<file path="config.mk">
export PLATFORM = sky130hd
export DESIGN_NAME = ip_rx_controller
export DESIGN_NICKNAME = d
export VERILOG_FILES = /design/src/rtl/ip_rx_controller.sv
export SDC_FILE = /design/constraint.sdc
export NUM_CORES = 1
export LEC_CHECK = 0
export CORE_MARGIN = 1.5
export CORE_UTILIZATION = 40
export DETAILED_ROUTE_END_ITERATION = 16
export GPL_ROUTABILITY_DRIVEN = 1
export HOLD_SLACK_MARGIN = 0.15
export PLACE_DENSITY = 0.86
export SLEW_MARGIN = 20
export SYNTH_ARGS = -nofsm -noshare
export SYNTH_HDL_FRONTEND = slang
export SYNTH_SLANG_ARGS = --single-unit
</file>
<file path="constraint.sdc">
create_clock -name clk -period 2.6 [get_ports clk]
set_input_delay 0.52 -clock clk [delete_from_list [all_inputs] [get_ports clk]]
set_output_delay 0.52 -clock clk [all_outputs]
set_load 0.02 [all_outputs]
</file>
<file path="src/rtl/ip_rx_controller.sv">
// ip_rx_controller: feeds one IP datagram per frame into the header decoder,
// steers payload words to TCP/UDP sinks and commits or discards each datagram.
module ip_rx_controller #(
  parameter int DRAIN_TIMEOUT = 8,
  parameter int CNT_W = 16
) (
  input  logic             clk,
  input  logic             reset,
  input  logic             in_valid,
  input  logic [31:0]      in_data,
  input  logic             in_last,
  output logic             in_ready,
  output logic             dec_start,
  output logic [31:0]      dec_data,
  output logic             dec_reset,
  input  logic             dec_fin,
  input  logic             dec_ok,
  input  logic [7:0]       dec_protocol,
  input  logic             dec_wr_en,
  input  logic [31:0]      dec_data_out,
  input  logic [15:0]      dec_len_tcp,
  output logic             tcp_wr_en,
  output logic             udp_wr_en,
  output logic [31:0]      pay_data,
  output logic             tcp_commit,
  output logic             tcp_discard,
  output logic             udp_commit,
  output logic             udp_discard,
  output logic [15:0]      pay_len,
  output logic [CNT_W-1:0] cnt_ok,
  output logic [CNT_W-1:0] cnt_drop
);

  typedef enum logic [2:0] {
    IDLE,
    FEED,
    DRAIN,
    FLUSH,
    SKIP
  } state_t;

  localparam int TW =
    (DRAIN_TIMEOUT > 2) ? $clog2(DRAIN_TIMEOUT) : 1;
  localparam logic [TW-1:0] TMO_LAST =
    TW'(DRAIN_TIMEOUT - 1);
  localparam logic [TW-1:0] TMO_ONE = TW'(1);
  localparam logic [CNT_W-1:0] CNT_ONE = CNT_W'(1);
  localparam logic [7:0] PROTO_TCP = 8'd6;
  localparam logic [7:0] PROTO_UDP = 8'd17;

  state_t          state;
  state_t          state_nx;
  logic [TW-1:0]   tmo_cnt;
  logic            tmo_hit;
  logic            abort;
  logic [7:0]      proto_q;
  logic            proto_seen;
  logic [7:0]      vproto;
  logic            is_tcp;
  logic            is_udp;
  logic            fin_evt;
  logic            tmo_evt;
  logic            skip_evt;
  logic            verdict;
  logic            good;

  assign dec_data = in_data;

  // State register
  always_ff @(posedge clk) begin
    if (reset) begin
      state <= IDLE;
    end else begin
      state <= state_nx;
    end
  end

  // Next-state logic
  always_comb begin
    state_nx = state;
    unique case (state)
      IDLE: begin
        if (in_valid) begin
          state_nx = in_last ? DRAIN : FEED;
        end
      end
      FEED: begin
        if (!in_valid) begin
          state_nx = SKIP;
        end else if (in_last) begin
          state_nx = DRAIN;
        end
      end
      SKIP: begin
        if (in_valid && in_last) begin
          state_nx = FLUSH;
        end
      end
      DRAIN: begin
        if (dec_fin || tmo_hit) begin
          state_nx = FLUSH;
        end
      end
      FLUSH: begin
        state_nx = IDLE;
      end
      default: begin
        state_nx = IDLE;
      end
    endcase
  end

  // Handshake and decoder control outputs
  always_comb begin
    in_ready  = (state == IDLE)
              | (state == FEED)
              | (state == SKIP);
    dec_start = (state == IDLE) & in_valid;
    dec_reset = reset | (state == FLUSH);
  end

  // Drain timeout: restarts at 0 on every entry to DRAIN
  always_ff @(posedge clk) begin
    if (reset) begin
      tmo_cnt <= '0;
    end else if (state != DRAIN) begin
      tmo_cnt <= '0;
    end else if (!tmo_hit) begin
      tmo_cnt <= tmo_cnt + TMO_ONE;
    end
  end

  assign tmo_hit = (state == DRAIN)
                 & (tmo_cnt == TMO_LAST);

  // Underrun flag, held until the datagram is flushed
  always_ff @(posedge clk) begin
    if (reset) begin
      abort <= 1'b0;
    end else if (state == FLUSH) begin
      abort <= 1'b0;
    end else if (state == FEED && !in_valid) begin
      abort <= 1'b1;
    end
  end

  // Protocol captured with the first payload word
  always_ff @(posedge clk) begin
    if (reset) begin
      proto_q    <= '0;
      proto_seen <= 1'b0;
    end else if (state == FLUSH) begin
      proto_q    <= '0;
      proto_seen <= 1'b0;
    end else if (dec_wr_en && !proto_seen) begin
      proto_q    <= dec_protocol;
      proto_seen <= 1'b1;
    end
  end

  // Without payload the decoder's own protocol field picks the sink
  assign vproto = proto_seen ? proto_q : dec_protocol;
  assign is_tcp = (vproto == PROTO_TCP);
  assign is_udp = (vproto == PROTO_UDP);

  assign fin_evt  = (state == DRAIN) & dec_fin;
  assign tmo_evt  = tmo_hit & !dec_fin;
  assign skip_evt = (state == SKIP) & in_valid & in_last;
  assign verdict  = fin_evt | tmo_evt | skip_evt;
  assign good     = fin_evt & dec_ok & !abort
                  & (is_tcp | is_udp);

  // Payload steering, one cycle behind the decoder
  always_ff @(posedge clk) begin
    if (reset) begin
      pay_data  <= '0;
      tcp_wr_en <= 1'b0;
      udp_wr_en <= 1'b0;
    end else begin
      pay_data  <= dec_data_out;
      tcp_wr_en <= dec_wr_en
                 & (dec_protocol == PROTO_TCP)
                 & !abort;
      udp_wr_en <= dec_wr_en
                 & (dec_protocol == PROTO_UDP)
                 & !abort;
    end
  end

  // Verdict pulses, registered on the edge leaving DRAIN or SKIP
  always_ff @(posedge clk) begin
    if (reset) begin
      tcp_commit  <= 1'b0;
      tcp_discard <= 1'b0;
      udp_commit  <= 1'b0;
      udp_discard <= 1'b0;
      pay_len     <= '0;
    end else begin
      tcp_commit  <= verdict & good & is_tcp;
      tcp_discard <= verdict & !good & is_tcp;
      udp_commit  <= verdict & good & is_udp;
      udp_discard <= verdict & !good & is_udp;
      if (verdict && good) begin
        pay_len <= dec_len_tcp;
      end
    end
  end

  // Datagram statistics, free-running wrap
  always_ff @(posedge clk) begin
    if (reset) begin
      cnt_ok   <= '0;
      cnt_drop <= '0;
    end else if (verdict) begin
      if (good) begin
        cnt_ok <= cnt_ok + CNT_ONE;
      end else begin
        cnt_drop <= cnt_drop + CNT_ONE;
      end
    end
  end

endmodule
</file>
Word-level counts from Yosys, hierarchy flattened
Index checks and enable logic that the tools add are counted.
{ "op_classes": {"n_reduce_logical": 16, "eq_ne": 14, "add_sub_neg": 3, "n_bitwise": 26, "mux": 8} }
{ "op_table": {"columns": ["cell", "count"], "rows": [
  ["$add 16x1->16 const B", 2],
  ["$and 1x1->1", 19],
  ["$eq 8x3->1 const B", 2],
  ["$eq 8x5->1 const B", 2],
  ["$mux 3", 5],
  ["$pmux 3 s4", 1],
  ["$mux 8", 1],
  ["$eq 3x2->1 const B", 2],
  ["$eq 3x3->1 const B", 2],
  ["$ne 2x2->1 const B", 3],
  ["$or 1x1->1", 6],
  ["$logic_not 1->1", 5],
  ["$logic_and 1x1->1", 4],
  ["$reduce_and 2->1", 2],
  ["$reduce_and 4->1", 1],
  ["$reduce_or 2->1", 2],
  ["$add 3x1->3 const B", 1],
  ["$eq 3x1->1 const B", 1],
  ["$logic_not 3->1", 1],
  ["$ne 3x2->1 const B", 1],
  ["$ne 3x3->1 const B", 1],
  ["$mux 2", 1],
  ["$logic_or 1x1->1", 1],
  ["$not 1->1", 1]
]} }
{ "totals": {"wordCells": 82, "input_bits": 95, "regBits": 102, "out_inout_bits": 121} }

Depth between registers and ports, before layout
{ "logic_depth": {"word_depth": 8, "ltp_mapped": 8, "ltp_nobuf": 6} }

Worst setup path after synthesis
OpenSTA, ideal clock, no wires.
{ "synth_path": {"path_kind": "input -> register", "from": "input dec_protocol[7]", "to": "register cnt_ok[13]", "setup_ns": 0.070, "path_slack_ns": 0.375, "arrival_ns": 2.154, "required_ns": 2.530, "stages": 6, "n_path_buf": 1, "path_cell_list": "or4_4 -> a211oi_4 -> o21ai_2 -> buf_6 -> or4_1 -> a21oi_1"} }
{ "synth_via": {"elab_chain_cells": 5, "word_cells_on_any_way": 6, "classes_between": "2 x eq/ne; 1 x mux; 2 x bitwise; 1 x reduce/logical"} }
{ "synth_rtl": {"columns": ["item", "line", "rtl"], "rows": [
  ["from (decl)", "18", "input logic [7:0] dec_protocol,"],
  ["$mux 8 *", "162", "assign vproto = proto_seen ? proto_q : dec_protocol;"],
  ["$eq 8x3->1 / $eq 8x5->1 (equally long branches)", "163, 164", null],
  ["$or 1x1->1 *", "171", "& (is_tcp | is_udp);"],
  ["$and 1x1->1 *", "171", null],
  ["$reduce_and 2->1 (no source line) *", null, null],
  ["to (signal assigned)", "216", "cnt_ok <= cnt_ok + CNT_ONE;"],
  ["to (decl)", "30", "output logic [CNT_W-1:0] cnt_ok,"]
]} }
Mark *: on every way between the ends. The rest lies on a longest branch, timed or not.
A chain may end at the register's enable or synchronous reset.

Final worst setup path
{ "layout_path": {"from": "input dec_protocol[7]", "to": "register cnt_ok[15]"} }
The elaborated chain is that of the path after synthesis.

==> out/qor.yml <==
clkTransAtPathRegs_ps: 100
ant_nets: 0
clock-sinks: 102
rsz0062_at_grt: "no"
num_vias: 3718
place_area_mm2: 0.005652
postCtsHoldBufs: 0
rr_endpoint: "cnt_ok[15]"
hold_start: "pay_len[11]"
ir_drop_uv: 304.2
period_share: 0.9554
final.min_clock_period_ps: 2484
grt_pass1_wl_mm: 16.16
arrival_ps: 2770
routed_wl_mm: 10.09
path_class: "input port to register"
r2r_start: "proto_q[2]"
die_area_mm2: 0.01112
power_density_mw_per_mm2: 491.8
cts_resized: 0
cap_violations: 0
crit_path_end_kind: "register"
cp_max_fo: 5
ys_seq_area_frac: 0.4863
cts_tree: "built"
ys_warn_count: 0
firstDrtPassIters: 4
fp.coreArea_mm2: 0.01023
final_area_mm2: 0.005829
nNetsFinal: 675
fin_tns_setup_ps: 0
ys_ff_latch: 102
clock_latency_ps: 360
start_kind: "input port"
syn_to_final_growth_pct: 38.83
num_rows: 37
die_h_um: 105.5
synth_edf_count: 0
drc_errors: 0
async_reset_ff_frac: 0
leakagePower_nw: 1.979
hold_slack_ps: 458.6
post_cts_buffers: 0
hold-path-cell-count: 2
clockRootBuffer: "clkbuf_8"
synth_nets: 558
num_antenna_cells: 0
status: "complete, no violations"
drtIter0Drc: 139
synth_area_mm2: 0.004199
worstHoldPathType: "register to register"
boundaryPins: 216
die_w_um: 105.5
setup_violations: 0
post-dp-hpwl_mm: 7.431
start_util: 0.4104
antenna_found_initial: 0
place.gp.congestion: 0.8248
grt_pass1_vias: 3527
ys.flop_type: "dfxtp_1"
finalHoldViolCount: 0
final_util: 0.5698
via_per_inst: 5.185
maxSlewViolCount: 0
required_ps: 2890
ys_types: 49
avgSynthCellArea_um2: 9.148
worst_clock_skew_ps: 8.208
max_freq_mhz: 402.6
grt_overflow: 0
grt_max_degree: 90
worstHoldEndpoint: "pay_len[11]"
grt_util_all_layers: 0.1786
drive_gt1_frac: 0.07057
synthCells: 459
cts_max_path_buffers: 2
slew_headroom: 0.4195
p_total_mw: 2.867
routedWlPerCell_um: 14.07
tightest_slew_ps: 870.7
cts_made_buffers: 9
reg2reg_depth: 5
ff2ff_setup_slack_ps: 320
cts-htree-levels: 3
io_buffers: 151
placed cells by master, fill, tap and decap left out, drive strengths merged, types with 7 or more instances in the layout:
cell,netlist,routed
nand4,7,7
nor2,23,23
mux2i,10,10
o31ai,17,17
clkdlybuf4s50,0,150
or4,18,18
clkbuf,24,12
nand2,44,44
buf,38,18
nand3,10,10
nor3,7,7
dfxtp,102,102
or3,8,8
a21oi,52,52
nor2b,34,34
o21ai,11,11
power by group:
group / internal, mW / switching (mW) / leakage [nW]
Sequential: 1.60 / 0.0253 / 0.833
Combinational: 0.186 / 0.144 / 1.06
Clock: 0.379 / 0.528 / 0.0828
Total: 2.17 / 0.698 / 1.98
layer usage:
layer  vias to the layer above  routed length (um)  GRT usage
met1                      1724                4102     0.1962
met4                         0                 139    0.06360
met3                        17                 717    0.05318
met5                         -                   0          0
met2                       158                5128     0.3245
li1                       1819                   -          -
per-stage QoR:
step | std cells | setup WS [ps]
after CTS | 717 | 127.1
after detailed placement | 701 | -225.0
after global placement | 701 | -131.5
after global routing | 717 | 27.98
final | 717 | 115.8
after floorplan | 459 | 375.3
Yosys cell counts (all sizes together) (2+ instances only):
| master | number | area, um2 |
|---|---|---|
| clkbuf | 24 | 90.09 |
| and4 | 4 | 35.03 |
| o21ai | 11 | 58.81 |
| nand2 | 44 | 165.2 |
| inv | 6 | 22.52 |
| and2 | 3 | 18.77 |
| nor4bb | 3 | 30.03 |
| or3 | 8 | 50.05 |
| a21oi | 52 | 264.0 |
| nand4 | 7 | 43.79 |
| dfxtp | 102 | 2042 |
| nor2b | 34 | 212.7 |
| o31ai | 17 | 127.6 |
| nor2 | 23 | 86.33 |
| or4 | 18 | 138.9 |
| buf | 38 | 281.5 |
| mux2i | 10 | 100.1 |
| o2111ai | 2 | 17.52 |
| nor3b | 2 | 15.01 |
| nand3 | 10 | 50.05 |
| o31a | 2 | 17.52 |
| or3b | 2 | 17.52 |
| nor3 | 7 | 35.03 |
| ha | 4 | 50.05 |
| xor2 | 2 | 17.52 |
| nand4bb | 2 | 22.52 |
| nor4 | 3 | 18.77 |
| o22ai | 2 | 12.51 |
| and3 | 3 | 18.77 |
flip-flops by register name, indices dropped and copies added, names as in the netlist, 3 cells and up:
register,flops
state,3
cnt_ok,16
cnt_drop,16
tmo_cnt,3
pay_len,16
pay_data,32
proto_q,8
critical path, cell delays in order:
cell	delay, ps
clkdlybuf4s50_1	430
or4_4	600
a211o_1	300
a2111oi_0	390
or3b_1	390
a21oi_1	140
final cells by class:
type,instances,area (um2)
clock buffer,12,145.1
sequential,102,2042
clock inverter,4,32.53
fill,876,4402
timing repair buffer,168,1647
tap,136,170.2
inverter,6,22.52
multi-input combinational,289,1770
worst max-delay path by stage:
stage	start	endpoint	slack, ps	depth (start not counted)
after global placement	dec_protocol[7]	cnt_ok[15]	-130	6
after floorplan	dec_protocol[7]	cnt_ok[13]	380	6
after global routing	dec_protocol[7]	cnt_ok[15]	30	6
final	dec_protocol[7]	cnt_ok[15]	120	6
after detailed placement	dec_protocol[7]	cnt_ok[15]	-220	6
after CTS	in_valid	dec_start	130	4
kinds of logic (layout without fill, tap and decap cells):
kind of cell    Yosys count  after routing  share of synthesized area
compound gates           94             94                     0.1386
xor+xnor                  3              3                   0.006259
fa+ha+maj                 4              4                    0.01192
buf+inv                  68            190                    0.09386
flops                   102            102                     0.4863
mux                      11             11                    0.02652
simple gates            177            177                     0.2366
Note: power is estimated with default switching activity, not from simulation.
